<file path="src/rtl/fifo_sync_param.sv">
`default_nettype none
// ============================================================================
// Module  : fifo_sync_param
// Brief   : Single-clock FIFO with a divided read-slot strobe, registered or
//           first-word-fall-through read, occupancy flags and sticky errors.
// Rev     : 1.0  initial release
// ============================================================================
module fifo_sync_param #(
   parameter int DATA_W   = 32,
   parameter int DEPTH    = 16,
   parameter int AF_LEVEL = DEPTH - 2,
   parameter int AE_LEVEL = 2,
   parameter int RD_DIV   = 6,
   parameter int FWFT     = 0
) (
   input  logic                    clk,
   input  logic                    rst_n,
   input  logic                    wr_en,
   input  logic [DATA_W-1:0]       data_in,
   input  logic                    rd_en,
   input  logic                    clr_err,
   output logic [DATA_W-1:0]       data_out,
   output logic                    rd_valid,
   output logic                    rd_stb,
   output logic                    full,
   output logic                    empty,
   output logic                    almost_full,
   output logic                    almost_empty,
   output logic [$clog2(DEPTH):0]  count,
   output logic                    overflow,
   output logic                    underflow
);

   localparam int              c_AW       = $clog2(DEPTH);
   localparam int              c_CW       = c_AW + 1;
   localparam int              c_DW       = (RD_DIV > 1) ? $clog2(RD_DIV) : 1;
   localparam logic [c_DW-1:0] c_DIV_LAST = c_DW'(RD_DIV - 1);
   localparam logic [c_CW-1:0] c_DEPTH    = c_CW'(DEPTH);
   localparam logic [c_CW-1:0] c_AF       = c_CW'(AF_LEVEL);
   localparam logic [c_CW-1:0] c_AE       = c_CW'(AE_LEVEL);

   logic [DATA_W-1:0] r_mem [DEPTH];
   logic [c_AW-1:0]   r_wr_ptr;
   logic [c_AW-1:0]   r_rd_ptr;
   logic [c_CW-1:0]   r_count;
   logic [c_DW-1:0]   r_div;
   logic              r_ovf;
   logic              r_unf;

   logic w_stb;
   logic w_full;
   logic w_empty;
   logic w_rd_acc;
   logic w_wr_acc;
   logic w_ovf_evt;
   logic w_unf_evt;

   assign w_stb     = (r_div == c_DIV_LAST);
   assign w_full    = (r_count == c_DEPTH);
   assign w_empty   = (r_count == '0);
   // A pop in the same cycle frees a slot, so a write at full is still legal then.
   assign w_rd_acc  = rd_en & w_stb & ~w_empty;
   assign w_wr_acc  = wr_en & (~w_full | w_rd_acc);
   assign w_ovf_evt = wr_en & w_full & ~w_rd_acc;
   assign w_unf_evt = rd_en & w_stb & w_empty;

   always_ff @(posedge clk or negedge rst_n) begin
      if (!rst_n) begin
         r_div    <= '0;
         r_wr_ptr <= '0;
         r_rd_ptr <= '0;
         r_count  <= '0;
         r_ovf    <= 1'b0;
         r_unf    <= 1'b0;
      end else begin
         r_div <= (r_div == c_DIV_LAST) ? '0 : r_div + c_DW'(1);
         if (w_wr_acc) r_wr_ptr <= r_wr_ptr + c_AW'(1);
         if (w_rd_acc) r_rd_ptr <= r_rd_ptr + c_AW'(1);
         case ({w_wr_acc, w_rd_acc})
            2'b10:   r_count <= r_count + c_CW'(1);
            2'b01:   r_count <= r_count - c_CW'(1);
            default: r_count <= r_count;
         endcase
         // A fresh error outranks a clear arriving in the same cycle.
         r_ovf <= (r_ovf & ~clr_err) | w_ovf_evt;
         r_unf <= (r_unf & ~clr_err) | w_unf_evt;
      end
   end

   always_ff @(posedge clk) begin
      if (w_wr_acc) r_mem[r_wr_ptr] <= data_in;
   end

   generate
      if (FWFT != 0) begin : g_fwft
         assign data_out = w_empty ? '0 : r_mem[r_rd_ptr];
         assign rd_valid = ~w_empty;
      end else begin : g_reg
         logic [DATA_W-1:0] r_dout;
         logic              r_valid;

         always_ff @(posedge clk or negedge rst_n) begin
            if (!rst_n) begin
               r_dout  <= '0;
               r_valid <= 1'b0;
            end else begin
               r_valid <= w_rd_acc;
               if (w_rd_acc) r_dout <= r_mem[r_rd_ptr];
            end
         end

         assign data_out = r_dout;
         assign rd_valid = r_valid;
      end
   endgenerate

   assign rd_stb       = w_stb;
   assign full         = w_full;
   assign empty        = w_empty;
   assign almost_full  = (r_count >= c_AF);
   assign almost_empty = (r_count <= c_AE);
   assign count        = r_count;
   assign overflow     = r_ovf;
   assign underflow    = r_unf;

endmodule
`default_nettype wire

</file>
<file path="config.mk">
export PLATFORM = sky130hd
export DESIGN_NAME = fifo_sync_param
export DESIGN_NICKNAME = d
export VERILOG_FILES = /design/src/rtl/fifo_sync_param.sv
export SDC_FILE = /design/constraint.sdc
export NUM_CORES = 1
export LEC_CHECK = 0
export ABC_CLOCK_PERIOD_IN_PS = 11700
export BUFFER_PORTS_ARGS = -buffer_cell sky130_fd_sc_hd__buf_2
export CORE_MARGIN = 2
export CORE_UTILIZATION = 50
export CTS_CLUSTER_DIAMETER = 150
export DETAILED_ROUTE_END_ITERATION = 8
export MAX_ROUTING_LAYER = met4
export PLACE_DENSITY = 0.67
export SLEW_MARGIN = 10
export SYNTH_ARGS = -nofsm -noshare
export SYNTH_HDL_FRONTEND = slang
export SYNTH_SLANG_ARGS = --single-unit
</file>
<file path="constraint.sdc">
create_clock -name clk -period 11.7 [get_ports clk]
set_input_delay 2.34 -clock clk [delete_from_list [all_inputs] [get_ports clk]]
set_output_delay 2.34 -clock clk [all_outputs]
set_load 0.02 [all_outputs]
</file>
After elaboration in Yosys (flattened, before gate mapping). Memories as Yosys holds them, arrays and structs flattened. A register that Yosys moved wholly into a read port is not among the register bits. Cells that the tools add are included.

Bits in writable memories: 512. Memories kept: 1. Register bits after elaboration: 19.

Memories: r_mem (words 16, bits a word 32, read ports 1, clocked after memory_dff 1, write ports 1, RTL line 42) `logic [DATA_W-1:0] r_mem [DEPTH];`.

Bitwise operators: 15. Order comparisons: 2. Reduce and logical (&&, ||, !) cells: 3. Mux-type cells: 4. Equality and inequality tests: 4. Add/subtract/negate cells: 5.

Operators with widths (number): 5-bit case mux with 2 select lines (1); 4-bit by 1-bit adder with 4-bit output (second input constant) (2); 1-bit bitwise AND (8); 5-bit by 1-bit adder with 5-bit output (second input constant) (1); 5-bit equality test (second input constant) (1); 5-bit by 4-bit greater-or-equal comparator with 1-bit output (second input constant) (1); 5-bit by 2-bit less-or-equal comparator with 1-bit output (second input constant) (1); 5-bit zero test (1); 5-bit by 1-bit subtractor with 5-bit output (second input constant) (1); 1-bit inverter (4); 3-bit by 1-bit adder with 3-bit output (second input constant) (1); 3-bit equality test (second input constant) (1); 3-bit two-way mux (1); 1-bit bitwise OR (3); 2-bit by 1-bit equality test with 1-bit output (second input constant) (1); 2-bit equality test (second input constant) (1); 1-bit two-way mux (2); 2-bit nonzero test (1); 1-bit zero test (1).

Depth between registers and ports, before layout.
Depth after elaboration: 7. Depth in mapped cells: 14. Gate-level depth less buffers: 9.

Least setup slack after synthesis. No wires, ideal clock.

Kind: input to register. From: input port rd_en. To: memory r_mem[11][0] (enable). Required time: 11198 ps. Stages: 4. Path slack: 5174 ps. Arrival: 6025 ps. Cells stage by stage: and4b_1 -> o41ai_4 -> buf_6 -> nor4_1.

Cells in the longest elaborated chain, start to end: 6.

Ends and longest elaborated chain: start, declared (RTL line 20) `input logic rd_en,`; 1-bit bitwise AND (2 in a row) (RTL line 62) `assign w_rd_acc = rd_en & w_stb & ~w_empty;`; 1-bit bitwise OR (RTL line 63) `assign w_wr_acc = wr_en & (~w_full | w_rd_acc);`; 1-bit bitwise AND (RTL line 63); 1-bit two-way mux (RTL line 91) `if (w_wr_acc) r_mem[r_wr_ptr] <= data_in;`; 1-bit two-way mux (not written as such) (RTL line 91); end, declared (RTL line 42).

Every way passes these cells.

Final worst setup path.
From: input port rd_en. To: register r_count[4], in the netlist count[4].

Cells in the longest elaborated chain, start to end: 6. Elaborated cells between the ends (all ways): 8. Those cells by class: 2 x eq/ne; 1 x mux; 4 x bitwise; 1 x reduce/logical.

Ends and longest elaborated chain: 1-bit bitwise AND * (2 in a row) (RTL line 62); 1-bit bitwise OR (RTL line 63); 1-bit bitwise AND (RTL line 63); 2-bit by 1-bit equality test with 1-bit output or 2-bit equality test (tied branches) (RTL line 79) `case ({w_wr_acc, w_rd_acc})`; 5-bit case mux with 2 select lines or 2-bit nonzero test (tied branches); end signal, assigned (RTL line 80) `2'b10: r_count <= r_count + c_CW'(1);`; end signal, assigned (RTL line 81) `2'b01: r_count <= r_count - c_CW'(1);`; end signal, assigned (RTL line 82) `default: r_count <= r_count;`; end, declared (RTL line 45) `logic [c_CW-1:0] r_count;`.

Mark *: on every way between the ends. The rest lies on a longest branch, timed or not. A chain may end at the register's enable or synchronous reset.

==> impl_summary.md <==
Setup path
For the worst setup path, the data required time is 12170 ps. The slowest stage of the critical path is the sky130_fd_sc_hd__buf_4 cell. The endpoint identified for the worst register-to-register timing path is count[4].

The largest stage delay on the critical path is 640 ps. STA classifies the critical path startpoint as an input port. The kind of cell adding the most delay to the critical path is buffers and inverters. The worst setup path is of the input port to register kind. Together, buffers and inverters on the worst path number 2. In this run the register-to-register setup slack is 8200 ps. For the worst flop-to-flop path, the logic depth is 9.

The nature of the critical path endpoint is a register. The critical path goes through buf_2 -> and4b_1 -> o31a_2 -> buf_4 -> ha_1 -> xor2_1 -> ha_1 -> o211a_1 -> o31ai_1 -> a31oi_1 -> xnor2_1. The highest net fanout along the worst path is 71. The data arrival time of the worst path is 5110 ps. The most frequent cell on the critical path is sky130_fd_sc_hd__ha_1.

In this run the critical register-to-register path is launched from count[1].

Clock network
The maximum level of the CTS H-tree is 2. The number of clock buffers added by TritonCTS is 55. The number of buffers between clock root and the deepest sink is 3. The clock latency at the later pin of the worst-skew pair is 610 ps. The root cell of the clock tree is sky130_fd_sc_hd__clkbuf_16. The TritonCTS sink count is 563. Gates resized during post-CTS repair numbered 0. The CTS tree is built.

The post-CTS clock slew at the launch and capture registers of the worst setup and hold paths is about 60 ps. The buffers inserted during post-CTS setup optimization is 0. The hold buffer count at CTS is 0.

Placed design
In this run the tool buffered the top-level ports with 81 buffer cells. Summed over all nets, the half-perimeter wirelength after detailed placement is 21700 µm. The final weighted congestion of routability-driven global placement is just over 0.7. At the placement stage, the worst setup path has a slack of 6470 ps. The number of cells in the design after placement is 1547.

STA
Between clock sinks in the finished design, the worst skew comes to between 15 and 20 ps. The count of endpoints failing hold in the final timing report is 0. Setup total negative slack on the finished layout was measured at 0 ps.

Subtracting the final worst setup slack from the clock period gives 4630 ps. The worst slack on hold paths is ~500 ps. Setup slack closes at a little over 7000 ps.

Setup repair after global routing left no endpoint under its margin. The number of max-slew violations in the final report came to 0. The final critical path takes up 39.6% of the cycle. The highest clock rate is 0.216 GHz.

At the pin with the least slew margin, the transition time is 1090 ps. In this run the tightest slew margin relative to its limit is 27.4%. The final-report setup violation count is 0.

Die
The starting density of the core is roughly half. The die width is 211 µm. The initialized floorplan defines 75 standard-cell rows. In this run the vertical extent of the chip is 211 µm. The core region is 0.0422 mm². In this run the count of I/O pins placed on the die edge is 82. The die covers 0.0447 mm².

Route
Once detail routing completed, the nets flagged for antenna violations numbered 0. The total detailed-routing wirelength is 41000 µm. The first TritonRoute pass finished after 4 iterations. The first-iteration detailed-routing DRC count is 883. The via density per instance is 5.94. The average detailed-routed wire length per instance is 24.8 µm.

The DRC violation count after routing is 0. The detailed router placed 9795 vias in this run.

Synthesis
The cell count after synthesis came out at 971. After Yosys synthesis, XOR and XNOR cells account for 0.448% of the synthesized area. The dominant combinational cell family by area after synthesis is multiplexers. Summing the areas of all and, or, nand and nor instances in the mapped netlist gives under 10% of the synthesized area.

The number of enable-type register cells in the synthesized netlist is between 500 and 600. In the synthesized netlist, the cells that appear most often are sky130_fd_sc_hd__edfxtp_1, sky130_fd_sc_hd__mux4_2, sky130_fd_sc_hd__o22ai_1. The most frequently used cell type in the post-synthesis netlist is sky130_fd_sc_hd__edfxtp_1. The dominant cell type by area after synthesis is sky130_fd_sc_hd__edfxtp_1.

The mean instance size in the synthesized netlist is 22.2 µm². After synthesis, the share of flip-flops with an asynchronous set or reset is 9.06%. The synthesized netlist devotes less than 1% of its cell area to adder and majority cells. The summed instance area of the synthesized netlist is 0.0215 mm².

Counting flops and latches in the post-synthesis netlist gives 563. In the post-synthesis netlist, the biggest area contributors are sky130_fd_sc_hd__edfxtp_1, sky130_fd_sc_hd__mux4_2, sky130_fd_sc_hd__dfrtp_1. The synthesized netlist devotes 3.44% of its cell area to compound gates. The portion of synthesized cell area occupied by the leading cell type is 71.5%. The top flip-flop cell by instance count after synthesis is sky130_fd_sc_hd__edfxtp_1. The warning count from the yosys run is 0. In this run, distinct cell masters in the synthesized netlist total between 40 and 50.

Measured against the total synthesized area, the mux share comes to 15.3%. The sequential-to-total area share from yosys stat is 77.4%. The number of nets handed over by synthesis was 1017.

Run
Across the run, the number of max-cap violations was 0.

Power and ir drop
The power density relative to cell area is 237 mW/mm². Across the VDD grid, the largest voltage drop is 143 µV. Summed over all cells, the static leakage comes to just under 0.008 µW.

Cells and area
The post-route netlist has 33.1% of its cells at a drive strength greater than 1. The layout has slightly above 3000 filler cells. The final core utilization is 57.5%.

From synthesis to final layout, the design area changed by 12.8%. After the flow finishes, the layout carries non-filler instances totaling 1650. For this run, the post-layout net count is roughly 1100. The antenna diode count is 0.

Min path
The startpoint of the most critical hold path is r_div[0]. Along the worst hold path, the cell count comes to 1. The path class of the tightest hold or removal check is register to register. The worst min-delay path endpoint is r_div[2].

Outcome
The flow ran to the end, and the final reports show no timing, DRC or antenna violations.

Global routing
The global-route wire length before repair is between 60000 and 70000 µm. The initial antenna violation count was 0. The overall overflow remaining after global route is 0. Entering global routing, the biggest net connects 96 pins. Global routing consumed, over all layers together, between 10% and 20% of the routing resources.

The number of global-route vias before repair was ~10000.
[worst register-to-register path: cells and delay by family (launching register included)]
kind / cells / cell delay [ps]
flops: 1 / 480
compound gates: 4 / 1420
xor+xnor: 2 / 270
fa+ha+maj: 2 / 740
simple gates: 1 / 480
[where the power goes]
group,internal [µW],switching [µW]
combinational,640,701
clock,1050,719
sequential,2460,186
total,4140,1610
[flip-flops by register name (all words and copies together), names as in the netlist]
register,flops
count,5
data_out,32
overflow,1
r_div,3
r_mem,512
r_rd_ptr,4
r_wr_ptr,4
rd_valid,1
underflow,1
[layer usage]
| metal | vias up | share of wire, % | GRT usage [%] |
|---|---|---|---|
| met4 | 0 | 2.1 | 5.32 |
| met3 | 56 | 4.4 | 3.47 |
| met5 | - | 0 | - |
| li1 | 4281 | - | - |
| met1 | 5242 | 43 | 25.6 |
| met2 | 216 | 50 | 32.0 |
[how the worst max path moves through the flow]
stage	startpoint	endpoint	slack, ps	depth (start not counted)
floorplan	rd_en	r_mem[11][0]	5170	4
global placement	rd_en	count[4]	6520	11
detailed placement	rd_en	count[4]	6470	11
CTS	rd_en	count[4]	7090	11
global route	rd_en	count[4]	6870	11
finish	rd_en	count[4]	7070	11
[placed cells by master (no fill, tap or decap), drive strengths merged, types with 2 or more instances in the layout]
cell type,Yosys,routed
clkbuf,25,82
nor2,4,4
a21oi,35,35
xnor2,7,7
and2,13,13
o21ai,3,3
clkinv,0,14
ha,9,9
nand2,3,3
mux4,128,128
a22o,2,2
bufinv,0,5
nor3,7,7
nor4,6,6
dfrtp,51,51
buf,33,95
xor2,4,4
mux2,35,35
inv,9,10
nand2b,2,2
o22ai,64,64
edfxtp,512,512
[area by class of cell]
cell class	instances	area [µm²]	share of cell area, %
clock buffers	82	1590	6.55
clock inverters	21	238	0.980
flip-flops and latches	563	16700	68.6
well taps	539	674	2.78
inverters	9	33.8	0.139
repair buffers	95	523	2.16
multi-input cells	341	4550	18.8
[metrics by stage]
step / instance area, µm² / total power (µW)
after detailed placement: 22400 / 4050
after global placement: 22400 / 4030
after floorplan: 21500 / 3650
final: 24300 / 5750
after global routing: 24300 / 6000
after CTS: 24300 / 5820
[logic make-up (layout without fill, tap and decap cells)]
| group | after synthesis | count (layout) |
|---|---|---|
| AO/OA/AOI/OAI | 114 | 114 |
| XOR/XNOR | 11 | 11 |
| adder cells (fa/ha/maj) | 9 | 9 |
| buffers and inverters | 67 | 207 |
| flip-flops | 563 | 563 |
| multiplexers | 164 | 164 |
| AND/OR/NAND/NOR | 43 | 43 |
No activity file was read; power rests on OpenSTA's default activity.
